### config.mk
export PLATFORM = sky130hd
export DESIGN_NAME = l2recv_flat
export DESIGN_NICKNAME = d
export VERILOG_FILES = /design/src/rtl/l2recv_if.sv /design/src/rtl/l2recv.sv /design/src/flat_wrapper.sv
export SDC_FILE = /design/constraint.sdc
export NUM_CORES = 1
export LEC_CHECK = 0
export ABC_AREA = 1
export CAP_MARGIN = 20
export CELL_PAD_IN_SITES_DETAIL_PLACEMENT = 0
export CELL_PAD_IN_SITES_GLOBAL_PLACEMENT = 1
export CORE_ASPECT_RATIO = 2
export CORE_MARGIN = 4
export CORE_UTILIZATION = 57
export CTS_BUF_LIST = sky130_fd_sc_hd__clkbuf_8
export DETAILED_ROUTE_END_ITERATION = 8
export GPL_ROUTABILITY_DRIVEN = 0
export HOLD_SLACK_MARGIN = 0.06
export PLACE_DENSITY = 0.88
export SETUP_SLACK_MARGIN = 0.4
export SYNTH_ARGS = -nofsm -noshare
export SYNTH_HDL_FRONTEND = slang
export SYNTH_SLANG_ARGS = --single-unit
### constraint.sdc
create_clock -name clk -period 34.3 [get_ports clk]
set_clock_uncertainty 0.2 [all_clocks]
set_input_delay 6.86 -clock clk [delete_from_list [all_inputs] [get_ports clk]]
set_output_delay 6.86 -clock clk [all_outputs]
set_load 0.005 [all_outputs]
### src/rtl/l2recv_if.sv
// rtl/l2recv_if.sv - L2 bus receiver port bundle: bus slot inputs, fill stream, snoop queue.
`ifndef CMD_BUSRD
`define CMD_NONE    3'd0
`define CMD_BUSRD   3'd1
`define CMD_BUSRDX  3'd2
`define CMD_BUSUPGR 3'd3
`define CMD_FLUSH   3'd4
`endif

interface l2recv_if;
    logic        bus_valid;
    logic [2:0]  bus_cmd;
    logic [4:0]  bus_tag;
    logic [25:0] bus_addr;
    logic [63:0] bus_data;
    logic        bus_nack;
    logic        bus_l2_grant;
    logic        l2recv_nack;

    logic        fill_valid;
    logic [2:0]  fill_tag;
    logic [25:0] fill_addr;
    logic [63:0] fill_data;
    logic        fill_last;
    logic        fill_ready;

    logic        snoop_valid;
    logic [2:0]  snoop_cmd;
    logic [4:0]  snoop_tag;
    logic [25:0] snoop_addr;
    logic        snoop_ready;

    modport slave (
        input  bus_valid, bus_cmd, bus_tag, bus_addr, bus_data, bus_nack, bus_l2_grant,
        input  fill_ready, snoop_ready,
        output l2recv_nack,
        output fill_valid, fill_tag, fill_addr, fill_data, fill_last,
        output snoop_valid, snoop_cmd, snoop_tag, snoop_addr
    );

    modport master (
        output bus_valid, bus_cmd, bus_tag, bus_addr, bus_data, bus_nack, bus_l2_grant,
        output fill_ready, snoop_ready,
        input  l2recv_nack,
        input  fill_valid, fill_tag, fill_addr, fill_data, fill_last,
        input  snoop_valid, snoop_cmd, snoop_tag, snoop_addr
    );
endinterface

### src/rtl/l2recv.sv
// rtl/l2recv.sv - L2 bus receiver: claims tagged fills, buffers and streams them, queues snoops.
module l2recv #(
    parameter logic [1:0] BUSID       = 2'd1,
    parameter int         SNOOP_DEPTH = 2
) (
    input  logic     clk,
    input  logic     rst,
    l2recv_if.slave  bus
);
    localparam int            PW       = $clog2(SNOOP_DEPTH);
    localparam logic [PW:0]   FULL_CNT = SNOOP_DEPTH[PW:0];

    logic [2:0]  cyc_r;
    logic        own_r;
    logic        slot_end;
    logic        active;
    logic        fill_hit;
    logic        snoop_hit;

    assign slot_end  = (cyc_r == 3'd7);
    assign active    = bus.bus_valid & ~own_r;
    assign fill_hit  = active && (bus.bus_cmd == `CMD_FLUSH) && (bus.bus_tag[4:3] == BUSID);
    assign snoop_hit = active && ((bus.bus_cmd == `CMD_BUSRD) ||
                                  (bus.bus_cmd == `CMD_BUSRDX) ||
                                  (bus.bus_cmd == `CMD_BUSUPGR));

    // Fill staging and output buffer
    logic [63:0] stage_r [8];
    logic [63:0] beat_r  [8];
    logic [2:0]  tag_r;
    logic [25:0] addr_r;
    logic        out_valid_r;
    logic [2:0]  rd_idx_r;
    logic        commit;

    assign commit = slot_end & fill_hit & ~bus.bus_nack & ~out_valid_r;

    // Snoop FIFO
    logic [33:0]   fifo_mem [SNOOP_DEPTH];
    logic [PW-1:0] wr_ptr_r;
    logic [PW-1:0] rd_ptr_r;
    logic [PW:0]   count_r;
    logic          fifo_full;
    logic          push;
    logic          pop;

    assign fifo_full = (count_r == FULL_CNT);
    assign push      = slot_end & snoop_hit & ~bus.bus_nack & ~fifo_full;
    assign pop       = (count_r != '0) & bus.snoop_ready;

    // Nack uses pre-update state only, so it never feeds back through bus_nack
    assign bus.l2recv_nack = (fill_hit & out_valid_r) | (snoop_hit & fifo_full);

    always_ff @(posedge clk) begin
        if (rst) begin
            cyc_r       <= 3'd0;
            own_r       <= 1'b0;
            out_valid_r <= 1'b0;
            rd_idx_r    <= 3'd0;
        end else begin
            cyc_r <= cyc_r + 3'd1;
            if (slot_end) begin
                own_r <= bus.bus_l2_grant;
            end
            if (out_valid_r) begin
                if (bus.fill_ready) begin
                    rd_idx_r <= rd_idx_r + 3'd1;
                    if (rd_idx_r == 3'd7) begin
                        out_valid_r <= 1'b0;
                    end
                end
            end else if (commit) begin
                out_valid_r <= 1'b1;
                rd_idx_r    <= 3'd0;
            end
        end
    end

    // Beat 7 is still on the bus at commit, so it bypasses staging
    always_ff @(posedge clk) begin
        if (fill_hit) begin
            stage_r[cyc_r] <= bus.bus_data;
        end
        if (commit) begin
            for (int i = 0; i < 7; i++) begin
                beat_r[i] <= stage_r[i];
            end
            beat_r[7] <= bus.bus_data;
            tag_r     <= bus.bus_tag[2:0];
            addr_r    <= bus.bus_addr;
        end
    end

    always_ff @(posedge clk) begin
        if (rst) begin
            wr_ptr_r <= '0;
            rd_ptr_r <= '0;
            count_r  <= '0;
        end else begin
            if (push) begin
                wr_ptr_r <= wr_ptr_r + PW'(1);
            end
            if (pop) begin
                rd_ptr_r <= rd_ptr_r + PW'(1);
            end
            if (push && !pop) begin
                count_r <= count_r + (PW+1)'(1);
            end else if (pop && !push) begin
                count_r <= count_r - (PW+1)'(1);
            end
        end
    end

    always_ff @(posedge clk) begin
        if (push) begin
            fifo_mem[wr_ptr_r] <= {bus.bus_cmd, bus.bus_tag, bus.bus_addr};
        end
    end

    assign bus.fill_valid = out_valid_r;
    assign bus.fill_tag   = tag_r;
    assign bus.fill_addr  = addr_r;
    assign bus.fill_data  = beat_r[rd_idx_r];
    assign bus.fill_last  = (rd_idx_r == 3'd7);

    assign bus.snoop_valid = (count_r != '0);
    assign {bus.snoop_cmd, bus.snoop_tag, bus.snoop_addr} = fifo_mem[rd_ptr_r];
endmodule

### src/flat_wrapper.sv
// flat-port wrapper written by rule: the top's interface ports become plain ports
module l2recv_flat 
#(
    parameter logic [1:0] BUSID       = 2'd1,
    parameter int         SNOOP_DEPTH = 2
)
  (clk, rst, bus_bus_valid, bus_bus_cmd, bus_bus_tag, bus_bus_addr, bus_bus_data, bus_bus_nack, bus_bus_l2_grant, bus_fill_ready, bus_snoop_ready, bus_l2recv_nack, bus_fill_valid, bus_fill_tag, bus_fill_addr, bus_fill_data, bus_fill_last, bus_snoop_valid, bus_snoop_cmd, bus_snoop_tag, bus_snoop_addr);
  l2recv_if bus_i ();
  input  logic clk;
  input  logic rst;
  input wire logic [$bits(bus_i.bus_valid)-1:0] bus_bus_valid;
  input wire logic [$bits(bus_i.bus_cmd)-1:0] bus_bus_cmd;
  input wire logic [$bits(bus_i.bus_tag)-1:0] bus_bus_tag;
  input wire logic [$bits(bus_i.bus_addr)-1:0] bus_bus_addr;
  input wire logic [$bits(bus_i.bus_data)-1:0] bus_bus_data;
  input wire logic [$bits(bus_i.bus_nack)-1:0] bus_bus_nack;
  input wire logic [$bits(bus_i.bus_l2_grant)-1:0] bus_bus_l2_grant;
  input wire logic [$bits(bus_i.fill_ready)-1:0] bus_fill_ready;
  input wire logic [$bits(bus_i.snoop_ready)-1:0] bus_snoop_ready;
  output wire logic [$bits(bus_i.l2recv_nack)-1:0] bus_l2recv_nack;
  output wire logic [$bits(bus_i.fill_valid)-1:0] bus_fill_valid;
  output wire logic [$bits(bus_i.fill_tag)-1:0] bus_fill_tag;
  output wire logic [$bits(bus_i.fill_addr)-1:0] bus_fill_addr;
  output wire logic [$bits(bus_i.fill_data)-1:0] bus_fill_data;
  output wire logic [$bits(bus_i.fill_last)-1:0] bus_fill_last;
  output wire logic [$bits(bus_i.snoop_valid)-1:0] bus_snoop_valid;
  output wire logic [$bits(bus_i.snoop_cmd)-1:0] bus_snoop_cmd;
  output wire logic [$bits(bus_i.snoop_tag)-1:0] bus_snoop_tag;
  output wire logic [$bits(bus_i.snoop_addr)-1:0] bus_snoop_addr;
  assign bus_i.bus_valid = bus_bus_valid;
  assign bus_i.bus_cmd = bus_bus_cmd;
  assign bus_i.bus_tag = bus_bus_tag;
  assign bus_i.bus_addr = bus_bus_addr;
  assign bus_i.bus_data = bus_bus_data;
  assign bus_i.bus_nack = bus_bus_nack;
  assign bus_i.bus_l2_grant = bus_bus_l2_grant;
  assign bus_i.fill_ready = bus_fill_ready;
  assign bus_i.snoop_ready = bus_snoop_ready;
  assign bus_l2recv_nack = bus_i.l2recv_nack;
  assign bus_fill_valid = bus_i.fill_valid;
  assign bus_fill_tag = bus_i.fill_tag;
  assign bus_fill_addr = bus_i.fill_addr;
  assign bus_fill_data = bus_i.fill_data;
  assign bus_fill_last = bus_i.fill_last;
  assign bus_snoop_valid = bus_i.snoop_valid;
  assign bus_snoop_cmd = bus_i.snoop_cmd;
  assign bus_snoop_tag = bus_i.snoop_tag;
  assign bus_snoop_addr = bus_i.snoop_addr;
  l2recv #(.BUSID(BUSID), .SNOOP_DEPTH(SNOOP_DEPTH)) u_core (.clk(clk), .rst(rst), .bus(bus_i));
endmodule
Word-level counts from Yosys, hierarchy flattened --
Memories as Yosys holds them, arrays and structs flattened. A register that Yosys moved wholly into a read port is not among the register bits. Index checks and enable logic that the tools add are counted.
Storage, ports and cells: register bits after elaboration 41, bits in writable memories 1092, output and inout port bits 131, logic and storage cells 73, memories 3
Cells by class: add/sub/neg operators 6, equality and inequality tests 9, mux-type cells 18, bitwise operators 15, reduce and logical (&&, ||, !) cells 13
Memory list:
- u_core.beat_r | depth 8, bits a word 64, rd ports 1, clocked after memory_dff 1, write ports 8, line l2recv.sv:29 | logic [63:0] beat_r [8];
- u_core.stage_r | depth 8, bits a word 64, rd ports 7, clocked after memory_dff 0, write ports 1, line l2recv.sv:28 | logic [63:0] stage_r [8];
- u_core.fifo_mem | depth 2, bits a word 34, rd ports 1, clocked after memory_dff 1, write ports 1, line l2recv.sv:39 | logic [33:0] fifo_mem [SNOOP_DEPTH];
Operator list (number):
- 2-to-1 mux 3 bit | 5
- 2-to-1 mux 1 bit | 11
- bitwise AND 1 bit | 10
- == test 3 bit (second input constant) | 3
- adder 3 x 1 -> 3 bit (second input constant) | 2
- == test 3 x 2 -> 1 bit (second input constant) | 2
- nonzero test 2 bit | 3
- logical AND 1 bit | 5
- 2-to-1 mux 2 bit | 2
- NOT 1 bit | 4
- == test 3 x 1 -> 1 bit (second input constant) | 1
- adder 1 bit (second input constant) | 2
- adder 2 x 1 -> 2 bit (second input constant) | 1
- == test 2 x 1 -> 1 bit (second input constant) | 1
- == test 2 bit (second input constant) | 1
- zero test 1 bit | 2
- logical OR 1 bit | 2
- inequality test 2 bit (second input constant) | 1
- AND reduction 2 bit | 1
- subtractor 2 x 1 -> 2 bit (second input constant) | 1
- OR 1 bit | 1

Logic depth before layout (Yosys ltp) --
Gate-level depths: netlist (run 1).
depth after elaboration 11, gate-level depth with buffers 11

Least setup slack after synthesis (run 1) --
No wires, ideal clock.
path type input-to-reg, from in bus_bus_cmd[1], to mem u_core.beat_r[0][0] (enable), setup time 0.884 ns, arrival 17.647 ns, data required time 33.216 ns, slack 15.568 ns, cell stages on the path 3, path buffers 0, cell sequence nor3_1 nand3_1 inv_1
RTL lines:
- start: declaration | line flat_wrapper.sv:12 | input wire logic [$bits(bus_i.bus_cmd)-1:0] bus_bus_cmd;
- end: declaration | line l2recv.sv:29

Worst setup path in the final report (run 1) --
from in bus_bus_cmd[1], to out bus_l2recv_nack
Between the ends: longest elaborated chain between the ends 6
RTL lines:
- == test 3 x 1 -> 1 bit (no source line) / == test 3 x 2 -> 1 bit (equally long branches)
- logical OR 1 bit (2 in series) | line l2recv.sv:23 | assign snoop_hit = active && ((bus.bus_cmd == `CMD_BUSRD) ||
- logical AND 1 bit | line l2recv.sv:23
- bitwise AND 1 bit | line l2recv.sv:52 | assign bus.l2recv_nack = (fill_hit & out_valid_r) | (snoop_hit & fifo_full);
- OR 1 bit * | line l2recv.sv:52
- end: declaration | line flat_wrapper.sv:20 | output wire logic [$bits(bus_i.l2recv_nack)-1:0] bus_l2recv_nack;
Mark *: on every way between the ends. The rest lies on a longest branch, timed or not.

==> impl_metrics.tcl, run 1 <==
set metrics [dict create \
    status "finished clean" \
    fmax_mhz 64.6 \
    hold_path_class "flop to flop" \
    netlist_instances 2130 \
    grt_pass1_wl_um 110000 \
    fp-row-count 132 \
    nFillCells 4319 \
    crit_end "bus_l2recv_nack" \
    num_io_pins 236 \
    hold_viol 0 \
    power.total_mw 2.37 \
    final_cell_mix "edfxtp_1, nor2_1, clkdlybuf4s50_1" \
    setup.worst_path.end_class "primary output" \
    viasPerCell 5.60 \
    ys_seq_elements 1073 \
    power.density_nw_per_um2 55.0 \
    multi_input_area_um2 4540 \
    floorplan.initialDensity_pct 57.4 \
    place_hpwl_um 38700 \
    syn_area_um2 37200 \
    cts_buffer_depth 3 \
    slowest_delay_ns 0.50 \
    clock_sinks 1073 \
    critPathTopFamily "buffers and inverters" \
    hold_buffers 0 \
    setup_tns_ns 0 \
    drc 0 \
    area_growth_pct 15.9 \
    arrival_ns 8.43 \
    die_y_um 369 \
    p_sw_mw 0.452 \
    rsz0062_at_grt "false" \
    htreeDepth 4 \
    synth_top_area_cell "edfxtp_1" \
    drt-initial-drc-count 1460 \
    power.share.sequential_pct 60.5 \
    via_count 19097 \
    drive_gt1_share_pct 10.0 \
    syn_nets 2240 \
    synth_edf_count 1057 \
    worstMarginPinSlew_ns 1.11 \
    ys_seq_area_share_pct 86.3 \
    post_drt_wl_per_cell_um 21.5 \
    fin_crit_ns 15.49 \
    crit-reg2reg-launch "u_core.cyc_r[2]$_SDFF_PP0_" \
    use_met1_pct 24.2 \
    timing.slew.headroom_pct 25.8 \
    crit_path_frequent_cell "clkdlybuf4s50_1" \
    combPwrFrac_pct 1.5 \
    period_share_pct 45.2 \
    ys.flop_type "edfxtp_1" \
    critical_path_required_ns 27.24 \
    p_leak_nw 14.2 \
    die_area_um2 69600 \
    r2r_slack_ns 29.25 \
    slew_viol_final 0 \
    sw_frac_of_total_pct 19.1 \
    grt_pass1_vias 20078 \
    io_buffers 235 \
    synth_area_leaders "edfxtp_1, o21ai_0, nor2_1" \
    numCtsBuffers 139 \
    final_nets 2540 \
    cp-startpoint "bus_bus_cmd[1]" \
    final_common_cell "edfxtp_1" \
    clkPwrFrac_pct 38.0 \
    startpoint_type "input port" \
    busiest_layer "met2" \
    internal_power_mw 1.92 \
    r2r_cells 9 \
    cp_cell_sequence "clkdlybuf4s50_1, nor3_1, nand2_1, inv_1, a22o_1, clkdlybuf4s50_1" \
    maxCapViolCount 0 \
    tritoncts "built" \
    firstDrtPassIters 6 \
    irDropWorstVdd_mv 0.0402 \
    path_class "input port to primary output" \
    grt_use_met2_pct 36.8 \
    yosysWarningCount 0 \
    r2r_end "u_core.beat_r[7][25]$_DFFE_PP_" \
    postSynthAreaPerCell_um2 17.4 \
    synthArstFlopShare_pct 0 \
    clk_pin_slew_ns 0.06 \
    post_cts_resized 0 \
    grt.met3_usage_pct 4.61 \
    cp.depth 6 \
    path_max_fanout 4 \
    grt_max_degree 164 \
    antenna_found_initial 6 \
    yosysUniqueCellTypes 24 \
    synth_top_area_share_pct 85.4 \
    clock_latency_ns 0.76 \
    utilization_pct 66.5 \
    overflow 0 \
    cts_setup_buffers 0 \
    antenna_left 0 \
    critPathBufInv 3 \
    die_w_um 189 \
    crit_path_top_delay_cell "clkdlybuf4s50_1" \
    root_buffer "clkbuf_8" \
    seq_area_um2 32100 \
    core_area_um2 64700 \
    grt_usage_pct 20.8 \
    drt_wl_total_um 73400 \
    setup_viol_count_final 0 \
]
## cells in the mapped netlist (12+ instances only)
cell type,number
edfxtp_1,1057
nand2_1,212
o21ai_0,209
o22ai_1,128
o21ai_1,51
inv_1,18
buf_2,29
dfxtp_1,16
clkbuf_1,45
nor2_1,277
mux2_2,34
buf_6,12
## power by group through the flow
stage | clock network (mW) | logic [mW] | registers, mW
after floorplan | 0 | 0.00766 | 1.46
after global placement | 0 | 0.0334 | 1.46
after detailed placement | 0 | 0.0351 | 1.46
after CTS | 0.925 | 0.0352 | 1.43
after global routing | 0.985 | 0.0375 | 1.43
final | 0.900 | 0.0350 | 1.43
## how the worst min path moves through the flow
| stage | startpoint | slack, ns | end | depth (start not counted) |
|---|---|---|---|---|
| finish | u_core.stage_r[3][9]$_DFFE_PP_ | 0.21 | u_core.beat_r[3][9]$_DFFE_PP_ | 0 |
| global route | u_core.stage_r[6][46]$_DFFE_PP_ | 0.21 | u_core.beat_r[6][46]$_DFFE_PP_ | 0 |
| CTS | u_core.stage_r[4][1]$_DFFE_PP_ | 0.20 | u_core.beat_r[4][1]$_DFFE_PP_ | 0 |
| detailed placement | u_core.stage_r[0][18]$_DFFE_PP_ | 0.20 | u_core.beat_r[0][18]$_DFFE_PP_ | 0 |
| global placement | u_core.stage_r[0][41]$_DFFE_PP_ | 0.20 | u_core.beat_r[0][41]$_DFFE_PP_ | 0 |
| floorplan | u_core.stage_r[0][0]$_DFFE_PP_ | 0.20 | u_core.beat_r[0][0]$_DFFE_PP_ | 0 |
## cells by family after synthesis
| logic type | after synthesis | synth area share, % |
|---|---|---|
| flip-flops | 1073 | 86.3 |
| AND/OR/NAND/NOR | 498 | 5.06 |
| AO/OA/AOI/OAI | 398 | 5.80 |
| buffers and inverters | 122 | 1.65 |
| multiplexers | 34 | 1.03 |
| adder cells (fa/ha/maj) | 5 | 0.168 |
## flip-flops by register name, indices dropped and copies added (netlist names), named ones only
| name | cells |
|---|---|
| u_core.wr_ptr_r | 1 |
| u_core.rd_idx_r | 3 |
| u_core.bus.fill_valid | 1 |
| u_core.bus.fill_addr | 26 |
| u_core.beat_r | 512 |
| u_core.own_r | 1 |
| u_core.count_r | 2 |
| u_core.bus.fill_tag | 3 |
| u_core.cyc_r | 3 |
| u_core.stage_r | 448 |
| u_core.fifo_mem | 68 |
| u_core.rd_ptr_r | 1 |
## per-layer routing
| metal | routed length [um] | up-vias | share of wire, % |
|---|---|---|---|
| li1 | - | 8641 | - |
| met1 | 27200 | 9512 | 37 |
| met2 | 38700 | 752 | 53 |
| met3 | 4830 | 188 | 6.6 |
| met5 | 34 | - | 0.046 |
| met4 | 2620 | 4 | 3.6 |
## final cells by class
cell class / instances / share of cell area [%]
flip-flops and latches: 1073 / 74.5
multi-input cells: 935 / 10.5
repair buffers: 261 / 5.99
clock buffers: 144 / 4.60
well taps: 871 / 2.53
clock inverters: 101 / 1.62
inverters: 20 / 0.218
diodes: 3 / 0.0174
## stage by stage
step | worst slack (ns) | hold slack [ns] | std cells | instance area (um2)
floorplan | 15.57 | 0.200 | 2130 | 37200
finish | 18.81 | 0.205 | 3408 | 43100
global route | 18.67 | 0.213 | 3407 | 43100
global placement | 18.76 | 0.200 | 3158 | 40300
detailed placement | 18.81 | 0.205 | 3158 | 40300
CTS | 18.81 | 0.199 | 3403 | 43000
Note: power is estimated with default switching activity, not from simulation.
==> run 2, diff against run 1 <==
- CORE_UTILIZATION: 57 -> 47
- PLACE_DENSITY: 0.88 -> 0.77
- clock period: 34.3 -> 13.9 ns (I/O delays scaled with it)
==> impl_metrics.tcl, run 2 (synthesis results as in run 1) <==
set metrics [dict create \
    status "finished clean" \
    seq_area_um2 32100 \
    firstDrtPassIters 5 \
    fmax_mhz 135 \
    drive_gt1_share_pct 10.1 \
    cp-startpoint "bus_bus_cmd[0]" \
    utilization_pct 55.4 \
    multi_input_area_um2 4540 \
    clk_pin_slew_ns 0.06 \
    irDropWorstVdd_mv 0.124 \
    hp-start "u_core.stage_r[4][26]$_DFFE_PP_" \
    final_cell_mix "edfxtp_1, nor2_1, clkdlybuf4s50_1" \
    critical_path_required_ns 10.92 \
    core_area_um2 78200 \
    path_max_fanout 4 \
    final_nets 2544 \
    power.density_nw_per_um2 135 \
    maxCapViolCount 0 \
    rsz0062_at_grt "false" \
    worstMarginPinSlew_ns 1.35 \
    num_io_pins 236 \
    p_leak_nw 14.2 \
    cts_buffer_depth 3 \
    arrival_ns 4.44 \
    antenna_left 0 \
    floorplan.initialDensity_pct 47.5 \
    top_regs "u_core.beat_r (512), u_core.stage_r (448), u_core.fifo_mem (68)" \
    grt_pass1_wl_um 114000 \
    grt_pass1_vias 19842 \
    antenna_found_initial 11 \
    htreeDepth 4 \
    setup_tns_ns 0 \
    area_growth_pct 16.6 \
    regMostFlops "u_core.beat_r" \
    post_drt_wl_per_cell_um 21.5 \
    drt_wl_total_um 76900 \
    fp-row-count 145 \
    root_buffer "clkbuf_8" \
    setup_viol_count_final 0 \
    crit-reg2reg-launch "u_core.cyc_r[0]$_SDFF_PP0_" \
    slew_viol_final 0 \
    drt-initial-drc-count 1335 \
    hold_buffers 0 \
    largest_reg_flops 512 \
    startpoint_type "input port" \
    numCtsBuffers 142 \
    overflow 0 \
    path_class "input port to primary output" \
    die_w_um 207 \
    final_common_cell "edfxtp_1" \
    fin_crit_ns 7.42 \
    die_y_um 406 \
    cts_setup_buffers 0 \
    period_share_pct 53.4 \
    grt_max_degree 223 \
    viasPerCell 5.32 \
    post_cts_resized 0 \
    nFillCells 6035 \
    clock_sinks 1073 \
    hold_path_class "flop to flop" \
    place_hpwl_um 40400 \
    via_count 19031 \
    io_buffers 235 \
    grt_usage_pct 18.0 \
    clock_latency_ns 0.76 \
    die_area_um2 83900 \
    tritoncts "built" \
    hold_viol 0 \
    setup.worst_path.end_class "primary output" \
    timing.slew.headroom_pct 10.3 \
    drc 0 \
]
[run 2: worst paths after layout]
check / endpoint / slack, ns / cells past startpoint
worst max register to register: u_core.beat_r[0][42]$_DFFE_PP_ / 9.44 / 9
worst max-delay path: bus_l2recv_nack / 6.48 / 6
worst min register to register: u_core.beat_r[4][26]$_DFFE_PP_ / 0.20 / 0
worst min-delay path: u_core.beat_r[4][26]$_DFFE_PP_ / 0.20 / 0
[run 2: report_power, final]
part           switching [mW]  internal [mW]  leakage (nW)
logic                  0.0430         0.0441          3.08
clock network            1.09           1.15          1.49
registers             0.00171           3.53          9.63
[run 2: critical path, cell delays in order]
cell             delay (ns)
clkdlybuf4s50_1        0.48
nor3_1                 0.27
nand2_1                0.09
inv_1                  0.15
a22o_1                 0.16
clkdlybuf4s50_1        0.51
[run 2: metrics by stage]
step	std cells	total power, mW	setup slack [ns]	hold slack [ns]	instance area, um2
CTS	3570	5.94	6.49	0.201	43300
global route	3574	6.08	6.40	0.201	43300
detailed placement	3318	3.69	6.51	0.205	40600
floorplan	2130	3.62	2.02	0.200	37200
finish	3577	5.87	6.48	0.197	43300
global placement	3318	3.69	6.51	0.200	40600
[run 2: layer usage]
metal	wire length, um	GRT usage, %
met5	21	0
met3	5130	4.24
met1	28400	20.5
met2	40800	32.6
met4	2500	7.32
[run 2: layout make-up]
class | count | area share, %
Sequential cell | 1073 | 74.0
Multi-Input combinational cell | 935 | 10.5
Timing Repair Buffer | 262 | 6.03
Clock buffer | 147 | 4.67
Tap cell | 1029 | 2.97
Clock inverter | 105 | 1.60
Inverter | 20 | 0.208
Antenna cell | 6 | 0.0347
